--- config.mk ---
export PLATFORM = sky130hd
export DESIGN_NAME = multicycle_controller
export DESIGN_NICKNAME = d
export VERILOG_FILES = /design/src/rtl/multicycle_controller.sv
export SDC_FILE = /design/constraint.sdc
export NUM_CORES = 1
export LEC_CHECK = 0
export BUFFER_PORTS_ARGS = -buffer_cell sky130_fd_sc_hd__buf_2
export CORE_ASPECT_RATIO = 1.2
export CORE_MARGIN = 10
export CORE_UTILIZATION = 41
export DETAILED_ROUTE_END_ITERATION = 10
export PLACE_DENSITY = 0.75
export SLEW_MARGIN = 10
export SYNTH_ARGS = -nofsm -noshare
export SYNTH_HDL_FRONTEND = slang
export SYNTH_SLANG_ARGS = --single-unit
--- constraint.sdc ---
create_clock -name clk -period 1.2 [get_ports clk]
set_input_delay 0.06 -clock clk [delete_from_list [all_inputs] [get_ports clk]]
set_output_delay 0.06 -clock clk [all_outputs]
set_load 0.01 [all_outputs]
--- src/rtl/multicycle_controller.sv ---
// rtl/multicycle_controller.sv - RV32I multi-cycle control FSM; optional retired-instruction counter under MULTICYCLE_INSTRET_EN
module multicycle_controller #(
    parameter int XLEN      = 32,
    parameter bit TRAP_HOLD = 1'b0
) (
    input  logic       clk,
    input  logic       rst,
    input  logic [6:0] types,
    input  logic [6:0] opcode,
    input  logic [2:0] funct3,
    input  logic       branch_taken,
    output logic       imem_req,
    input  logic       imem_ack,
    output logic       dmem_req,
    output logic       dmem_we,
    input  logic       dmem_ack,
    output logic       ir_we,
    output logic       pc_we,
    output logic [1:0] pc_sel,
    output logic       reg_we,
    output logic [1:0] wb_sel,
    output logic       alu_a_sel,
    output logic       alu_b_sel,
    output logic       illegal_instr
`ifdef MULTICYCLE_INSTRET_EN
    ,
    output logic [XLEN-1:0] instret
`endif
);

    typedef enum logic [2:0] {
        S_IDLE,
        S_FETCH,
        S_DECODE,
        S_EXEC,
        S_MEM,
        S_WB,
        S_TRAP
    } state_t;

    typedef enum logic [2:0] {
        CL_R,
        CL_I,
        CL_L,
        CL_S,
        CL_J,
        CL_B,
        CL_U
    } class_t;

    localparam logic [1:0] PC_PLUS4 = 2'd0;
    localparam logic [1:0] PC_IMM   = 2'd1;
    localparam logic [1:0] PC_ALU   = 2'd2;

    localparam logic [1:0] WB_ALU   = 2'd0;
    localparam logic [1:0] WB_MEM   = 2'd1;
    localparam logic [1:0] WB_PC4   = 2'd2;
    localparam logic [1:0] WB_IMM   = 2'd3;

    state_t     r_state;
    state_t     w_next;
    class_t     r_class;
    class_t     w_dec_class;
    logic       w_dec_legal;
    logic       r_is_jal;     // opcode bit3: JAL=1, JALR=0
    logic       r_is_lui;     // opcode bit5: LUI=1, AUIPC=0
    logic       w_alu_a;
    logic       w_alu_b;
    logic [1:0] w_wb_sel;
    logic [1:0] w_wb_pc_sel;
    logic       w_unused;

    // funct3 belongs to the branch comparator; the remaining opcode bits do not affect sequencing
    assign w_unused = &{1'b0, funct3, opcode[6], opcode[4], opcode[2:0], (XLEN == 0)};

    // State register; reset parks the FSM in IDLE and abandons any open handshake
    always_ff @(posedge clk) begin
        if (rst) begin
            r_state <= S_IDLE;
        end else begin
            r_state <= w_next;
        end
    end

    // Instruction class and opcode qualifiers are captured once, at the end of DECODE
    always_ff @(posedge clk) begin
        if (rst) begin
            r_class  <= CL_R;
            r_is_jal <= 1'b0;
            r_is_lui <= 1'b0;
        end else if (r_state == S_DECODE) begin
            r_class  <= w_dec_class;
            r_is_jal <= opcode[3];
            r_is_lui <= opcode[5];
        end
    end

    // Class decode: one-hot vectors are legal; I+J together is JALR and sequences as a jump
    always_comb begin
        w_dec_legal = 1'b1;
        w_dec_class = CL_R;
        case (types)
            7'b1000000: w_dec_class = CL_R;
            7'b0100000: w_dec_class = CL_I;
            7'b0010000: w_dec_class = CL_L;
            7'b0001000: w_dec_class = CL_S;
            7'b0000100: w_dec_class = CL_J;
            7'b0100100: w_dec_class = CL_J;
            7'b0000010: w_dec_class = CL_B;
            7'b0000001: w_dec_class = CL_U;
            default:    w_dec_legal = 1'b0;
        endcase
    end

    // Datapath selects per class; held from EXEC through WB so the combinational ALU result stays valid
    always_comb begin
        w_alu_a     = 1'b0;
        w_alu_b     = 1'b0;
        w_wb_sel    = WB_ALU;
        w_wb_pc_sel = PC_PLUS4;
        case (r_class)
            CL_I: begin
                w_alu_b = 1'b1;
            end
            CL_L: begin
                w_alu_b  = 1'b1;
                w_wb_sel = WB_MEM;
            end
            CL_S: begin
                w_alu_b = 1'b1;
            end
            CL_J: begin
                w_alu_a     = r_is_jal;
                w_alu_b     = 1'b1;
                w_wb_sel    = WB_PC4;
                w_wb_pc_sel = r_is_jal ? PC_IMM : PC_ALU;
            end
            CL_U: begin
                w_alu_a  = ~r_is_lui;
                w_alu_b  = 1'b1;
                w_wb_sel = r_is_lui ? WB_IMM : WB_ALU;
            end
            default: begin
                w_alu_a = 1'b0;
                w_alu_b = 1'b0;
            end
        endcase
    end

    // Next state and strobes; everything is forced low while rst is asserted
    always_comb begin
        w_next        = r_state;
        imem_req      = 1'b0;
        dmem_req      = 1'b0;
        dmem_we       = 1'b0;
        ir_we         = 1'b0;
        pc_we         = 1'b0;
        pc_sel        = PC_PLUS4;
        reg_we        = 1'b0;
        wb_sel        = WB_ALU;
        alu_a_sel     = 1'b0;
        alu_b_sel     = 1'b0;
        illegal_instr = 1'b0;
        if (!rst) begin
            case (r_state)
                S_IDLE: begin
                    w_next = S_FETCH;
                end
                S_FETCH: begin
                    imem_req = 1'b1;
                    if (imem_ack) begin
                        ir_we  = 1'b1;
                        w_next = S_DECODE;
                    end
                end
                S_DECODE: begin
                    w_next = w_dec_legal ? S_EXEC : S_TRAP;
                end
                S_EXEC: begin
                    alu_a_sel = w_alu_a;
                    alu_b_sel = w_alu_b;
                    case (r_class)
                        CL_L, CL_S: w_next = S_MEM;
                        CL_B: begin
                            pc_we  = 1'b1;
                            pc_sel = branch_taken ? PC_IMM : PC_PLUS4;
                            w_next = S_FETCH;
                        end
                        default: w_next = S_WB;
                    endcase
                end
                S_MEM: begin
                    alu_a_sel = w_alu_a;
                    alu_b_sel = w_alu_b;
                    dmem_req  = 1'b1;
                    dmem_we   = (r_class == CL_S);
                    if (dmem_ack) begin
                        if (r_class == CL_S) begin
                            pc_we  = 1'b1;
                            w_next = S_FETCH;
                        end else begin
                            w_next = S_WB;
                        end
                    end
                end
                S_WB: begin
                    alu_a_sel = w_alu_a;
                    alu_b_sel = w_alu_b;
                    reg_we    = 1'b1;
                    pc_we     = 1'b1;
                    wb_sel    = w_wb_sel;
                    pc_sel    = w_wb_pc_sel;
                    w_next    = S_FETCH;
                end
                S_TRAP: begin
                    illegal_instr = 1'b1;
                    if (!TRAP_HOLD) begin
                        pc_we  = 1'b1;
                        w_next = S_FETCH;
                    end
                end
                default: begin
                    w_next = S_IDLE;
                end
            endcase
        end
    end

`ifdef MULTICYCLE_INSTRET_EN
    logic [XLEN-1:0] r_instret;

    // Every PC update outside TRAP retires exactly one instruction; wraps naturally
    always_ff @(posedge clk) begin
        if (rst) begin
            r_instret <= '0;
        end else if (pc_we && (r_state != S_TRAP)) begin
            r_instret <= r_instret + {{(XLEN-1){1'b0}}, 1'b1};
        end
    end

    assign instret = r_instret;
`endif

endmodule

==> flow_summary.html <==
<table>
<tr><th>Metric</th><th>Value</th></tr>
<tr><th colspan="2">Run status</th></tr>
<tr><td>Run status</td><td>finished with violations</td></tr>
<tr><td>Failing checks</td><td>setup timing</td></tr>
<tr><th colspan="2">Synthesis</th></tr>
<tr><td>Top cells by count, synth</td><td>sky130_fd_sc_hd__nor2_1, sky130_fd_sc_hd__nand2_1, sky130_fd_sc_hd__dfxtp_1, sky130_fd_sc_hd__o21ai_0</td></tr>
<tr><td>Leading cell types by total area after synthesis</td><td>sky130_fd_sc_hd__dfxtp_1, sky130_fd_sc_hd__nor2_1, sky130_fd_sc_hd__nand2b_1, sky130_fd_sc_hd__o21ai_0, sky130_fd_sc_hd__nand2_1</td></tr>
<tr><td>Synthesis-stage register bit count</td><td>8</td></tr>
<tr><td>Share of the synthesized area in the top cell type</td><td>0.2137</td></tr>
<tr><td>Synth Flop Type</td><td>sky130_fd_sc_hd__dfxtp_1</td></tr>
<tr><td>Avg Inst Size Synth</td><td>7.070 um^2</td></tr>
<tr><td>Count leader, synth</td><td>sky130_fd_sc_hd__nor2_1</td></tr>
<tr><td>Unique cell type count in the Yosys netlist</td><td>34</td></tr>
<tr><td>Seq/Total Area, Yosys</td><td>0.2137</td></tr>
<tr><td>Syn Std Cell Area</td><td>749.5 um^2</td></tr>
<tr><td>Post-synth ARST share</td><td>0</td></tr>
<tr><td>Post-synthesis instance total</td><td>106</td></tr>
<tr><td>Library cell occupying the most area in the post-synthesis netlist</td><td>sky130_fd_sc_hd__dfxtp_1</td></tr>
<tr><td>Post-Syn Nets</td><td>128</td></tr>
<tr><td>Yosys synthesis warning count</td><td>0</td></tr>
<tr><td>Number of enable flip-flop cells after synthesis</td><td>0</td></tr>
<tr><th colspan="2">STA</th></tr>
<tr><td>Relative slew slack</td><td>0.8461</td></tr>
<tr><td>Post-Route Setup TNS</td><td>-1.595 ns</td></tr>
<tr><td>Worst Setup Slack, final</td><td>-0.2245 ns</td></tr>
<tr><td>Final critical-path required period</td><td>1.425 ns</td></tr>
<tr><td>Slew of the pin with the lowest slew margin</td><td>0.2284 ns</td></tr>
<tr><td>Largest clock skew in the final design</td><td>0.006970 ns</td></tr>
<tr><td>Worst hold slack across all endpoints</td><td>0.04374 ns</td></tr>
<tr><td>Max-slew violation count</td><td>0</td></tr>
<tr><td>Final hold violation count</td><td>0</td></tr>
<tr><td>Final setup violation count</td><td>13</td></tr>
<tr><td>Fraction of the cycle the final worst path needs</td><td>1.187</td></tr>
<tr><td>Maximum achievable frequency</td><td>702.0 MHz</td></tr>
<tr><td>Unrepaired setup endpoints after global routing</td><td>true</td></tr>
<tr><th colspan="2">Cells and area</th></tr>
<tr><td>Area growth, synth to finish</td><td>64.27%</td></tr>
<tr><td>Net count of the finished layout</td><td>180</td></tr>
<tr><td>Layout cells sized above 1</td><td>0.5449</td></tr>
<tr><td>Number of filler instances in the final layout</td><td>134</td></tr>
<tr><td>Footprint of the multi-input gates</td><td>644.4 um^2</td></tr>
<tr><td>Register area</td><td>172.7 um^2</td></tr>
<tr><td>Antenna diodes</td><td>0</td></tr>
<tr><th colspan="2">Routing</th></tr>
<tr><td>Via density per instance</td><td>5.529</td></tr>
<tr><td>Total wire length</td><td>2453 um</td></tr>
<tr><td>Total DRC errors in the routed layout</td><td>0</td></tr>
<tr><td>Vias</td><td>962</td></tr>
<tr><td>First DRT Iteration DRCs</td><td>22</td></tr>
<tr><td>Average wire length per cell after detail routing</td><td>14.10 um</td></tr>
<tr><td>TritonRoute pass-1 iters</td><td>4</td></tr>
<tr><td>Final ANT Viol Nets</td><td>0</td></tr>
<tr><th colspan="2">Placed design</th></tr>
<tr><td>HPWL Detailed</td><td>1816 um</td></tr>
<tr><td>Gp weighted congestion</td><td>0.8559</td></tr>
<tr><td>Port buffer count</td><td>26</td></tr>
<tr><th colspan="2">Critical path</th></tr>
<tr><td>Buf+Inv Stages, Crit Path</td><td>1</td></tr>
<tr><td>Dominant delay contributor by cell family on the critical path</td><td>compound AO/OA/AOI/OAI gates</td></tr>
<tr><td>CP max stage cell</td><td>sky130_fd_sc_hd__dfxtp_4</td></tr>
<tr><td>Largest stage delay on the critical path</td><td>0.36 ns</td></tr>
<tr><td>Cells traversed along the worst timing path</td><td>nand2b_4, a21o_1, a2111oi_4, buf_2</td></tr>
<tr><td>Critical path data required time</td><td>1.14 ns</td></tr>
<tr><td>Biggest fanout along the worst timing path</td><td>6</td></tr>
<tr><td>Setup CP Type</td><td>register to primary output</td></tr>
<tr><td>Crit start category</td><td>register</td></tr>
<tr><td>Data arrival time of the critical path</td><td>1.36 ns</td></tr>
<tr><td>Worst Setup End Kind</td><td>primary output</td></tr>
<tr><th colspan="2">Power</th></tr>
<tr><td>Clock group share of total power</td><td>0.133</td></tr>
<tr><td>Gate power share</td><td>0.610</td></tr>
<tr><td>Leakage dissipation</td><td>0.0005449 uW</td></tr>
<tr><td>Flop pwr share</td><td>0.257</td></tr>
<tr><td>Sw Share</td><td>0.3823</td></tr>
<tr><td>IR Drop Worst-Case VDD</td><td>0.7812 mV</td></tr>
<tr><td>Switching power total</td><td>567.6 uW</td></tr>
<tr><td>Internal power contribution</td><td>917.2 uW</td></tr>
<tr><td>Power density cells</td><td>1206 mW/mm^2</td></tr>
<tr><th colspan="2">Die</th></tr>
<tr><td>IO Pins</td><td>35</td></tr>
<tr><td>Core region area</td><td>0.001682 mm^2</td></tr>
<tr><td>Width of the die</td><td>59.03 um</td></tr>
<tr><td>Area of the die</td><td>0.003945 mm^2</td></tr>
<tr><td>Overall die height</td><td>66.84 um</td></tr>
<tr><td>Effective utilization at floorplan</td><td>0.4457</td></tr>
<tr><td>Placement Rows</td><td>16</td></tr>
<tr><th colspan="2">Clocking</th></tr>
<tr><td>Clock tree from TritonCTS</td><td>yes</td></tr>
<tr><td>Number of CTS-inserted buffers</td><td>3</td></tr>
<tr><td>Clock root buffer</td><td>sky130_fd_sc_hd__clkbuf_4</td></tr>
<tr><td>Number of buffers between clock root and the deepest sink</td><td>2</td></tr>
<tr><td>Hold_buf cts</td><td>0</td></tr>
<tr><td>Clock insertion delay at the later pin of the skew report</td><td>0.25 ns</td></tr>
<tr><td>H-tree depth reported by CTS</td><td>1</td></tr>
<tr><td>CTS sink count</td><td>8</td></tr>
<tr><td>Clk slew on worst S/H paths</td><td>0.05 ns</td></tr>
<tr><th colspan="2">GRT</th></tr>
<tr><td>Global route overflow</td><td>0</td></tr>
<tr><td>Via count of the first global-routing pass</td><td>954</td></tr>
<tr><td>Antenna violations before repair</td><td>0</td></tr>
<tr><td>Overall fraction of global-route tracks in use</td><td>0.1250</td></tr>
<tr><td>Wire length of the first global-routing pass</td><td>3974 um</td></tr>
<tr><td>Maximum number of pins on one net before global-route repair</td><td>12</td></tr>
<tr><th colspan="2">Hold path</th></tr>
<tr><td>Hold Path Class</td><td>primary input to register</td></tr>
<tr><th colspan="2">Run</th></tr>
<tr><td>Max-cap check violation count</td><td>0</td></tr>
</table>
==> worst min-delay path: stages <==
cell	delay, ns
sky130_fd_sc_hd__buf_2	0.10
sky130_fd_sc_hd__nand2_1	0.04
sky130_fd_sc_hd__a21oi_1	0.05
==> stage by stage <==
step                total power [uW]  worst slack (ns)  utilization  cells  cell area [um^2]
CTS                             1434           -0.2290       0.7135    175              1200
finish                          1485           -0.2245       0.7321    174              1231
global route                    1578           -0.2848       0.7321    174              1231
global placement                1044          -0.07495       0.6295    166              1059
detailed placement              1065          -0.07314       0.6295    166              1059
floorplan                      736.1          0.008432            -    106             767.0
==> power by group through the flow <==
stage                     combinational [uW]  clock, uW  sequential (uW)
final                                    906        198              381
after global routing                     977        212              389
after CTS                                845        207              381
after detailed placement                 691          0              375
after global placement                   672          0              372
after floorplan                          383          0              353
==> per-layer routing <==
| layer | part of all wire | track usage |
|---|---|---|
| met1 | 0.38 | 0.1197 |
| met2 | 0.56 | 0.2408 |
| met3 | 0.049 | 0.02657 |
| met4 | 0.0090 | 0.06034 |
| met5 | 0 | 0 |
==> cell families (layout without fill, tap and decap cells) <==
logic type,Yosys count,after routing,synth area share
AND/OR/NAND/NOR,57,57,0.4224
AO/OA/AOI/OAI,26,26,0.2387
buffers and inverters,10,60,0.06010
flip-flops,8,8,0.2137
XOR/XNOR,3,3,0.03506
multiplexers,2,2,0.03005
==> timing repair <==
action | 4_1_cts | 5_1_grt
pin swaps | 4 | 4
endpoints found under the setup margin | 16 | 18
setup buffers | 6 | 1
gates resized for setup | 21 | 10
==> path summary, 6_finish.rpt <==
kind                                         startpoint                 endpoint  slack, ns  cells past startpoint
worst max-delay path            r_state[1]$_SDFFE_PP0P_                alu_a_sel      -0.22                      4
worst min-delay path                          opcode[5]    r_is_lui$_SDFFE_PP0P_       0.04                      3
worst max register to register  r_state[1]$_SDFFE_PP0P_  r_state[0]$_SDFFE_PP0P_      -0.02                      5
worst min register to register    r_is_jal$_SDFFE_PP0P_    r_is_jal$_SDFFE_PP0P_       0.51                      2
==> sequential cells by signal, indices dropped and copies added, names as in the netlist <==
name	count
r_state	3
r_is_jal	1
r_is_lui	1
r_class	3
==> layout make-up <==
class,count,share of cell area
Clock buffer,3,0.01829
Inverter,3,0.009146
Timing Repair Buffer,54,0.2907
Sequential cell,8,0.1402
Tap cell,18,0.01829
Multi-Input combinational cell,88,0.5234
==> placed cells by master, fill, tap and decap left out, types with 2 or more instances in the layout <==
master,n
sky130_fd_sc_hd__buf_4,25
sky130_fd_sc_hd__dfxtp_1,2
sky130_fd_sc_hd__xor2_1,3
sky130_fd_sc_hd__buf_2,25
sky130_fd_sc_hd__a31oi_1,2
sky130_fd_sc_hd__a211oi_2,2
sky130_fd_sc_hd__nand2b_1,5
sky130_fd_sc_hd__o21ai_1,2
sky130_fd_sc_hd__nand4_1,2
sky130_fd_sc_hd__nand2b_4,3
sky130_fd_sc_hd__nor3_1,3
sky130_fd_sc_hd__dfxtp_2,4
sky130_fd_sc_hd__dfxtp_4,2
sky130_fd_sc_hd__nor2_1,15
sky130_fd_sc_hd__clkbuf_4,3
sky130_fd_sc_hd__o21ai_0,5
sky130_fd_sc_hd__nand4b_1,3
sky130_fd_sc_hd__and3_1,2
sky130_fd_sc_hd__nor3_4,3
sky130_fd_sc_hd__nor2b_4,2
sky130_fd_sc_hd__mux2_2,2
sky130_fd_sc_hd__nand2_1,9
sky130_fd_sc_hd__inv_1,2
sky130_fd_sc_hd__a21oi_1,7
sky130_fd_sc_hd__o2111ai_1,2
sky130_fd_sc_hd__buf_6,4
(Power assumes the default switching activity.)
